===== config.mk =====
export PLATFORM = sky130hd
export DESIGN_NAME = majority_stream_voter
export DESIGN_NICKNAME = d
export VERILOG_FILES = /design/src/rtl/majority_stream_voter.sv
export SDC_FILE = /design/constraint.sdc
export NUM_CORES = 1
export LEC_CHECK = 0
export BUFFER_PORTS_ARGS = -buffer_cell sky130_fd_sc_hd__clkbuf_2
export CORE_MARGIN = 4
export CORE_UTILIZATION = 38
export CTS_CLUSTER_SIZE = 20
export DETAILED_ROUTE_END_ITERATION = 10
export PLACE_DENSITY_LB_ADDON = 0.12
export SYNTH_ARGS = -nofsm -noshare
export SYNTH_HDL_FRONTEND = slang
export SYNTH_SLANG_ARGS = --single-unit

===== constraint.sdc =====
create_clock -name clk -period 2.2 [get_ports clk]
set_clock_uncertainty 0.05 [all_clocks]
set_input_delay 0.22 -clock clk [delete_from_list [all_inputs] [get_ports clk]]
set_output_delay 0.22 -clock clk [all_outputs]
set_load 0.01 [all_outputs]

===== src/rtl/majority_stream_voter.sv =====
// Streaming majority voter: Boyer-Moore candidate pass while collecting a frame, then a verification scan.
// Optional feature macro: MAJ_COUNT_OUT_EN adds the out_count port carrying the candidate match count.
module majority_stream_voter #(
   parameter int WIDTH = 4,
   parameter int DEPTH = 13,
   localparam int CW = $clog2(DEPTH + 1)
) (
   input  logic             clk,
   input  logic             rst_n,
   input  logic             in_valid,
   output logic             in_ready,
   input  logic [WIDTH-1:0] in_data,
   input  logic             in_last,
   output logic             out_valid,
   input  logic             out_ready,
   output logic             out_found,
   output logic [WIDTH-1:0] out_value
`ifdef MAJ_COUNT_OUT_EN
   ,
   output logic [CW-1:0]    out_count
`endif
);

   localparam int AW = (DEPTH > 1) ? $clog2(DEPTH) : 1;

   typedef enum logic [1:0] {COLLECT, SCAN, RESULT} state_t;

   state_t           state;
   logic [WIDTH-1:0] mem [DEPTH];
   logic [CW-1:0]    len;
   logic [CW-1:0]    cnt;
   logic [CW-1:0]    match;
   logic [CW-1:0]    rd;
   logic [WIDTH-1:0] cand;
   logic [WIDTH-1:0] rd_word;
   logic             accept;

   // Strict majority: 2*match > len, evaluated one bit wider so the doubling cannot wrap.
   function automatic logic is_majority(input logic [CW-1:0] m, input logic [CW-1:0] n);
      logic [CW:0] twice;
      twice = {m, 1'b0};
      return twice > {1'b0, n};
   endfunction

   assign in_ready = (state == COLLECT);
   assign accept   = in_valid & in_ready;
   assign rd_word  = mem[rd[AW-1:0]];

   // Frame storage carries no reset; only words below len are ever read back.
   always_ff @(posedge clk) begin
      if (accept) mem[len[AW-1:0]] <= in_data;
   end

   always_ff @(posedge clk) begin
      if (!rst_n) begin
         state     <= COLLECT;
         len       <= '0;
         cnt       <= '0;
         cand      <= '0;
         match     <= '0;
         rd        <= '0;
         out_valid <= 1'b0;
         out_found <= 1'b0;
         out_value <= '0;
      end else begin
         case (state)
            // Collection: store the word and run the candidate vote on pre-beat cnt/cand.
            COLLECT: begin
               if (accept) begin
                  len <= len + CW'(1);
                  if (cnt == '0) begin
                     cand <= in_data;
                     cnt  <= CW'(1);
                  end else if (in_data == cand) begin
                     cnt <= cnt + CW'(1);
                  end else begin
                     cnt <= cnt - CW'(1);
                  end
                  if (in_last || (len == CW'(DEPTH - 1))) state <= SCAN;
               end
            end
            // Verification: count occurrences of the surviving candidate, one word per cycle.
            SCAN: begin
               if (rd_word == cand) match <= match + CW'(1);
               rd <= rd + CW'(1);
               if ((rd + CW'(1)) == len) state <= RESULT;
            end
            // Verdict: registered on the first RESULT cycle, held until the consumer takes it.
            RESULT: begin
               if (!out_valid) begin
                  out_valid <= 1'b1;
                  out_found <= is_majority(match, len);
                  out_value <= is_majority(match, len) ? cand : '0;
               end else if (out_ready) begin
                  state     <= COLLECT;
                  len       <= '0;
                  cnt       <= '0;
                  cand      <= '0;
                  match     <= '0;
                  rd        <= '0;
                  out_valid <= 1'b0;
                  out_found <= 1'b0;
                  out_value <= '0;
               end
            end
            default: state <= COLLECT;
         endcase
      end
   end

`ifdef MAJ_COUNT_OUT_EN
   always_ff @(posedge clk) begin
      if (!rst_n) begin
         out_count <= '0;
      end else if (state == RESULT) begin
         if (!out_valid)     out_count <= match;
         else if (out_ready) out_count <= '0;
      end
   end
`endif

endmodule


# == Word-level counts from Yosys, hierarchy flattened ==
# Memories as Yosys holds them, arrays and structs flattened. A register that Yosys moved wholly into a read port is not among the register bits.
# Index checks and enable logic that the tools add are counted.
# totals
ff_bits,28
mem_bits_rw,52
in_bits,9
out_inout_bits,7
elab_cells,72
memories,1
# mem_list
memory,words,word_bits,read_ports,rd_ports_with_merged_regs,wr,line_no,text
mem,13,4,1,1,1,29,logic [WIDTH-1:0] mem [DEPTH];
# op_classes
addsub,5
magnitude_cmp,1
n_eq_ne,14
muxes,30
bitwise_logic,1
n_reduce_logical,11
# ops
operator,count
4-bit 2-to-1 mux,13
4-bit case mux with 2 select lines,5
4-bit by 1-bit adder with 4-bit output (second input constant),4
4-bit equality test,3
2-bit 2-to-1 mux,5
5-bit AND reduction,2
2-bit by 1-bit != test with 1-bit output (second input constant),4
2-bit != test (second input constant),4
4-bit AND reduction,2
1-bit 2-to-1 mux,6
2-bit case mux with 3 select lines,1
5-bit by 4-bit > comparator with 1-bit output,1
4-bit equality test (second input constant),1
4-bit zero test,1
2-bit nonzero test,2
4-bit by 1-bit subtractor with 4-bit output (second input constant),1
3-bit AND reduction,1
2-bit by 1-bit equality test with 1-bit output (second input constant),1
2-bit equality test (second input constant),1
2-bit zero test,1
2-bit AND reduction,1
1-bit bitwise AND,1
1-bit logical OR,1

# == Depth between registers and ports, before layout ==
# Gate-level depths: netlist of the first run.
# logic_depth
word_depth,5
mapped_depth,10
depth_no_buf,9

# == Worst setup path after synthesis of the first run ==
# No wires, ideal clock.
# synth_path
path_kind,register -> register
start,reg (tool-made name)
end,reg match[0]
setup_time_ns,0.075
arrival_time_ns,2.256
required_ns,2.075
path_slack_ns,-0.181
path_stages_with_launch,8
path_buffers,1
period_less_slack_ns,2.381
path_cell_list,dfxtp_1 buf_6 mux4_1 a211oi_1 mux2_2 nor4_4 nand2_1 o22ai_1
# synth_rtl
element,line_no,text
"end signal, assigned",84,if (rd_word == cand) match <= match + CW'(1);
"end, declared",32,logic [CW-1:0] match;

==> results of run 1 <==
## worst max-delay path, delay by kind of cell (launching register included)
kind / cells / cell delay, ns
and+or+nand+nor: 3 / 0.54
muxes: 2 / 0.86
buffers and inverters: 2 / 0.26
AOI/OAI and AO/OA: 2 / 0.33
DFF: 1 / 0.37
## repair_timing
action | in CTS | in global routing
endpoints found under the hold margin | 0 | 0
pin swaps | 2 | 0
setup buffers | 3 | 0
endpoints found under the setup margin | 4 | 8
hold buffers | 0 | 0
resized for setup | 9 | 6
## metal layers
metal | up-vias | wire (um) | GRT usage (%)
met3 | 13 | 438 | 3.612
met2 | 58 | 3730 | 22.99
met5 | - | 0 | 0
met1 | 1197 | 4193 | 22.82
li1 | 1218 | - | -
met4 | 0 | 134 | 5.951
## cell families after synthesis
| family | count (synthesis) |
|---|---|
| AND/OR/NAND/NOR | 100 |
| XOR/XNOR | 14 |
| buffers and inverters | 22 |
| adder cells (fa/ha/maj) | 12 |
| flip-flops | 84 |
| AO/OA/AOI/OAI | 57 |
| multiplexers | 16 |
## sequential cells by signal (all words and copies together), names as in the netlist, named ones only
signal / count
match: 4
out_valid: 1
cnt: 4
mem: 52
cand: 4
state: 2
out_value: 4
rd: 4
out_found: 1
len: 4
## through the flow
stage	cell area, um2	TNS, ns	cells
2_1_floorplan	3846	-0.4405	305
4_1_cts	4449	-1.043	486
5_1_grt	4466	-1.487	486
6_report	4466	-1.016	486
3_3_place_gp	4230	-1.130	467
3_5_place_dp	4230	-1.395	467
## layout make-up
| class | instances | share of cell area [%] |
|---|---|---|
| clock inverter | 6 | 0.8686 |
| sequential | 84 | 49.43 |
| tap | 133 | 3.727 |
| inverter | 12 | 1.009 |
| multi-input combinational | 199 | 34.97 |
| clock buffer | 10 | 3.334 |
| timing repair buffer | 42 | 6.669 |
## placed cells by master (no fill, tap or decap), types with 2 or more instances in the layout
master	n
edfxtp_1	52
dfxtp_1	30
buf_4	25
nand2_1	21
and2_1	19
clkbuf_2	15
nor2b_1	14
inv_1	13
a21oi_1	13
o21ai_0	12
ha_1	11
nor2_1	10
xnor2_1	10
clkbuf_8	9
nand3_1	8
mux4_2	8
a22oi_1	7
nor3_1	5
nand2b_1	4
xor2_1	4
mux4_1	4
a21boi_0	4
nor3b_1	3
and3_1	3
o21a_1	3
o22ai_1	3
nand4_1	2
a21o_1	2
a41oi_1	2
nor3_2	2
mux2i_1	2
nand4b_1	2
o21ai_1	2
o211a_1	2
clkinv_2	2
clkinv_4	2
## final timing paths
path | startpoint | end | slack (ns) | cells past startpoint
max | flop | match[0] | -0.27 | 9
min | in_last | state[0] | 0.18 | 4
max reg2reg | flop | match[0] | -0.27 | 9
min reg2reg | match[1] | match[1] | 0.45 | 2
## report_power, final
part | switching (mW) | internal [mW] | leakage, nW
clock | 0.571 | 0.475 | 0.0986
combinational | 0.257 | 0.214 | 0.769
sequential | 0.0404 | 1.72 | 0.731
total | 0.868 | 2.41 | 1.60
==> metrics.md, run 1 <==
| Metric | Value |
|---|---|
| Drt wl/cell | 17.48 um |
| DRC Markers | 0 |
| Initial antenna violation count | 0 |
| Gpl congestion | between 0.7 and 0.8 |
| Root Buffer | clkbuf_8 |
| Power density over the cells | 733.9 mW/mm2 |
| Iteration-0 DRC Markers | 117 |
| Main synth FF type | edfxtp_1 |
| Share of cells above drive strength 1 | 22.10% |
| RSZ-0062 raised after global routing | true |
| Mapped Cells | 305 |
| Finished Core Util | a little under half |
| Synthesis Warnings | 0 |
| Slew @ Worst Pin | 0.5516 ns |
| Die Y | 108.7 um |
| Mean Syn Cell Area | 12.63 um2 |
| Hold Violations, Final | 0 |
| Crit path largest cell delay | 0.52 ns |
| Die width | 108.7 um |
| Failing checks | setup timing |
| Maxcap violations | 0 |
| Max Slew Vio Count | 0 |
| Synthesized flop and latch total | 84 |
| Count leader, synth | edfxtp_1 |
| Final Hold Slack | 0.1756 ns |
| Area delta synth->final | 15.91% |
| N_diodes | 0 |
| Max clock buf depth | 2 |
| Rows | 36 |
| Final setup viols | 4 |
| Core box area | 0.009819 mm2 |
| CP Data Required Time | roughly 2.4 ns |
| Crit path time final | 2.474 ns |
| HP Class | primary input to flop |
| Drt pass-1 iters | 4 |
| Mapped Area | 0.003852 mm2 |
| Post-synth EDFFs | 52 |
| CTS buffer count | 9 |
| GRT Residual Overflow | 0 |
| Worst-path cell chain | buf_4 -> mux4_1 -> nor2b_1 -> a211oi_2 -> mux2_4 -> nor4_4 -> buf_12 -> nand2_1 -> o22ai_1 |
| Synth Area in Adders | 4.092% |
| WL final | ~8.5 mm |
| Synth area leaders | edfxtp_1 (41%), dfxtp_1 (17%), mux4_1 (5.5%), ha_1 (3.6%), and2_1 (3.1%) |
| Die footprint | 0.01181 mm2 |
| Most common library cells after synthesis | edfxtp_1 (52), dfxtp_1 (32), nand2_1 (21) |
| Worst endpoint data arrival time | 2.72 ns |
| Worst skew pair latency | 0.36 ns |
| Vias in the first global route | 2396 |
| First-pass GRT wire length | 13.46 mm |
| Post-synth top area cell | edfxtp_1 |
| I/O pin count | 16 |
| FMAX | between 400 and 500 MHz |
| Area of the multi-input gates | 0.001562 mm2 |
| Clk slew on worst S/H paths | 0.09 ns |
| Final worst slack | -0.2743 ns |
| Outcome | complete, but fails checks |
| Largest family of logic cells by synthesized area | simple AND/OR/NAND/NOR gates |
| Worst Path Max Fanout | 8 |
| Mux share of post-synthesis cell area | about 8.9% |
| Final #Nets | roughly 370 |
| Slew margin rel. | 62.84% |
| Ys async rst share | 0% |
| Final HPWL DP | 6.207 mm |
| H-tree lvl count | 3 |
| Total track usage | 15.74% |
| Synth Area in Simple Gates | 14.45% |
| Post-route ant nets | 0 |
| Vias/cell | 5.115 |
| Peak VDD IR | about 0.31 mV |
| Slowest cell on the critical path | mux4_1 |
| P_leak | about 1.6 nW |
| Sink Count | 84 |
| CTS tree | built |
| Initial Util | 39.23% |
| Xor and xnor fraction of the mapped netlist area | 3.183% |
| Largest net degree at the start of global routing | 29 |
| Fill cells | 947 |
| Routed vias | 2486 |
| Pre-CTS setup slack | -0.3617 ns |
| Startpoint types | flop |
| Setup crit end kind | flop |
| Unique masters post-synth | 46 |
| Total power | 3.277 mW |
| Area occupied by registers | about 0.0022 mm2 |
| Area fraction in compound gates after synthesis | under 10% |
| Final Cycle Share | 112.5% |
| Syn_nets | 326 |
| Sequential area share after synthesis | 57.16% |
| Crit path kind | flop to flop |
| Yosys top cell area share | 40.53% |
| Input/output buffers | 15 |
Note: power is estimated with default switching activity, not from simulation.
==> run 2, diff against run 1 <==
--- a/config.mk
+++ b/config.mk
@@ -6,11 +6,13 @@
 export NUM_CORES = 1
 export LEC_CHECK = 0
 export BUFFER_PORTS_ARGS = -buffer_cell sky130_fd_sc_hd__clkbuf_2
+export CORE_ASPECT_RATIO = 0.75
 export CORE_MARGIN = 4
-export CORE_UTILIZATION = 38
+export CORE_UTILIZATION = 55
 export CTS_CLUSTER_SIZE = 20
 export DETAILED_ROUTE_END_ITERATION = 10
 export PLACE_DENSITY_LB_ADDON = 0.12
+export SETUP_SLACK_MARGIN = 0.05
 export SYNTH_ARGS = -nofsm -noshare
 export SYNTH_HDL_FRONTEND = slang
 export SYNTH_SLANG_ARGS = --single-unit
==> run 2 against run 1 <==
Net effect:
- the flow still finishes with violations (setup timing)
- critical path depth fell by 1
- sequential share of layout area rose by 0.36 points
- utilization rose by 20 points
- first-iteration DRC count rose by 110%
- non-clock buffer count fell by 3
- sequential power barely moved
- critical endpoint unchanged
- largest cell class unchanged
==> metrics.md, run 2 (synthesized netlist as in run 1, its figures left out) <==
| Metric | Value |
|---|---|
| Outcome | complete, but fails checks |
| Failing checks | setup timing |
| Rows | 26 |
| GRT Residual Overflow | 0 |
| Drt wl/cell | 19.97 um |
| Vias in the first global route | 2433 |
| DRC Markers | 0 |
| Final worst slack | -0.2397 ns |
| Drt pass-1 iters | 4 |
| WL final | 8.666 mm |
| HP Class | primary input to flop |
| Slew @ Worst Pin | 0.6424 ns |
| Sequential fraction of design power | about 53% |
| CTS buffer count | 9 |
| Clk slew on worst S/H paths | 0.09 ns |
| Initial Util | approximately 57% |
| Startpoint types | flop |
| Final Non-Filler Cells | between 400 and 500 |
| Worst-path cell chain | mux4_2 -> and3_4 -> o41ai_4 -> o311ai_4 -> nor4_4 -> buf_6 -> nand2_1 -> o22ai_1 |
| Pre-CTS setup slack | -0.3381 ns |
| Power density over the cells | 750.7 mW/mm2 |
| Final Cycle Share | 110.9% |
| Final HPWL DP | around 6.2 mm |
| Core box area | 0.006799 mm2 |
| Crit path time final | 2.440 ns |
| Slowest cell on the critical path | mux4_2 |
| Worst Path Max Fanout | 8 |
| CP Data Required Time | 2.43 ns |
| FMAX | 409.9 MHz |
| Slew margin rel. | 56.72% |
| Worst endpoint data arrival time | 2.67 ns |
| Total track usage | between 20% and 30% |
| Hold Violations, Final | 0 |
| Worst skew pair latency | 0.35 ns |
| Die Y | 80.48 um |
| Final setup viols | 4 |
| H-tree lvl count | 3 |
| Placed Cells | 416 |
| Die width | 104.6 um |
| Combinational power share | between 10 and 15% |
| Maxcap violations | 0 |
| I/O pin count | 16 |
| Initial antenna violation count | 0 |
| Max clock buf depth | 2 |
| Input/output buffers | 15 |
| CTS tree | built |
| Max Slew Vio Count | 0 |
| Part of the power in the clock network | 32.4% |
| Setup TNS | -0.8195 ns |
| Setup crit end kind | flop |
| Hold_buf cts | 0 |
| P_leak | 1.601 nW |
| Internal power | 2.465 mW |
| Die footprint | roughly 0.0084 mm2 |
| Delay-heaviest family, CP | compound AO/OA/AOI/OAI gates |
| Total power | ~3.3 mW |
| Peak VDD IR | around 0.47 mV |
| Commonest non-fill, non-tap cell in the layout | edfxtp_1 |
| Vias/cell | 5.926 |
| RSZ-0062 raised after global routing | true |
| Crit path kind | flop to flop |
| Largest net degree at the start of global routing | 29 |
| Gpl congestion | 0.8693 |
| Sink Count | between 80 and 90 |
| N_diodes | 0 |
| Crit path largest cell delay | around 0.56 ns |
| Finished Core Util | 65.42% |
| Root Buffer | clkbuf_8 |
| Share of cells above drive strength 1 | 24.29% |
| Switching power | 0.8742 mW |
| Max reg flops | 52 |
| Routed vias | around 2600 |
| Iteration-0 DRC Markers | 246 |
| Fill cells | ~510 |
| WP buf/inv | 1 |
| Area delta synth->final | 15.46% |
| Post-route ant nets | 0 |
| Final #Nets | 366 |
| Most frequent cells in the layout | edfxtp_1 (52), dfxtp_1 (26), buf_4 (23) |
| First-pass GRT wire length | between 10 and 15 mm |
| Switch share | 26.18% |
-- run 2: changes by cell type in the layout (fill, tap and decap cells not counted), moves of 2 or more --
cell,previous run,this run
dfxtp_1,30,26
dfxtp_2,1,4
xnor2_1,10,7
xnor2_2,0,3
buf_4,25,23
o21ai_0,12,10
o21ai_1,2,4
-- run 2: worst reg2reg max path, cell delays in order (launching register included) --
cell and delay [ns]:
dfxtp_4 0.43, mux4_2 0.57, and3_4 0.22, o41ai_4 0.38, o311ai_4 0.18, nor4_4 0.19, buf_6 0.17, nand2_1 0.05
o22ai_1 0.15
-- run 2: final timing paths --
check	start	to	slack [ns]	depth (start not counted)
worst min-delay path	in_last	state[0]	0.19	4
worst max register to register	flop	match[0]	-0.24	8
worst min register to register	match[1]	match[1]	0.46	2
worst max-delay path	flop	match[0]	-0.24	8
-- run 2: area by class of cell --
type                       instances  area [um2]  area share [%]
inverter                          12       45.04           1.013
tap                               84       105.1           2.363
clock buffer                      10       127.6           2.869
clock inverter                     6       63.81           1.435
multi-input combinational        199        1633           36.71
sequential                        84        2215           49.79
timing repair buffer              39       259.0           5.823
-- run 2: timing repair --
| action | 4_1_cts | 5_1_grt |
|---|---|---|
| buffers inserted | 1 | 1 |
| resized for setup | 10 | 19 |
| setup endpoints to repair | 5 | 5 |
| pin swaps | 4 | 6 |
-- run 2: per-layer routing --
layer  routed length, um  part of all wire [%]  vias to the layer above  track usage (%)
met5                   0                     0                        -                0
met4                 115                   1.3                        0            6.946
met3                 556                   6.4                       12            5.622
met2                3796                    44                       79            31.31
met1                4197                    48                     1273            32.81
li1                    -                     -                     1208                -
-- run 2: through the flow --
stage / hold WS (ns) / cell area [um2]
after floorplan: 0.2689 / 3846
after global placement: 0.4339 / 4141
after detailed placement: 0.4462 / 4141
after CTS: 0.1730 / 4363
after global routing: 0.1930 / 4448
final: 0.1917 / 4448
-- run 2: power by group through the flow --
stage | clock network [mW] | logic [mW] | registers, mW
after floorplan | 0 | 0.292 | 1.79
after global placement | 0 | 0.421 | 1.80
after detailed placement | 0 | 0.430 | 1.81
after CTS | 1.09 | 0.444 | 1.77
after global routing | 1.17 | 0.528 | 1.78
final | 1.08 | 0.482 | 1.77
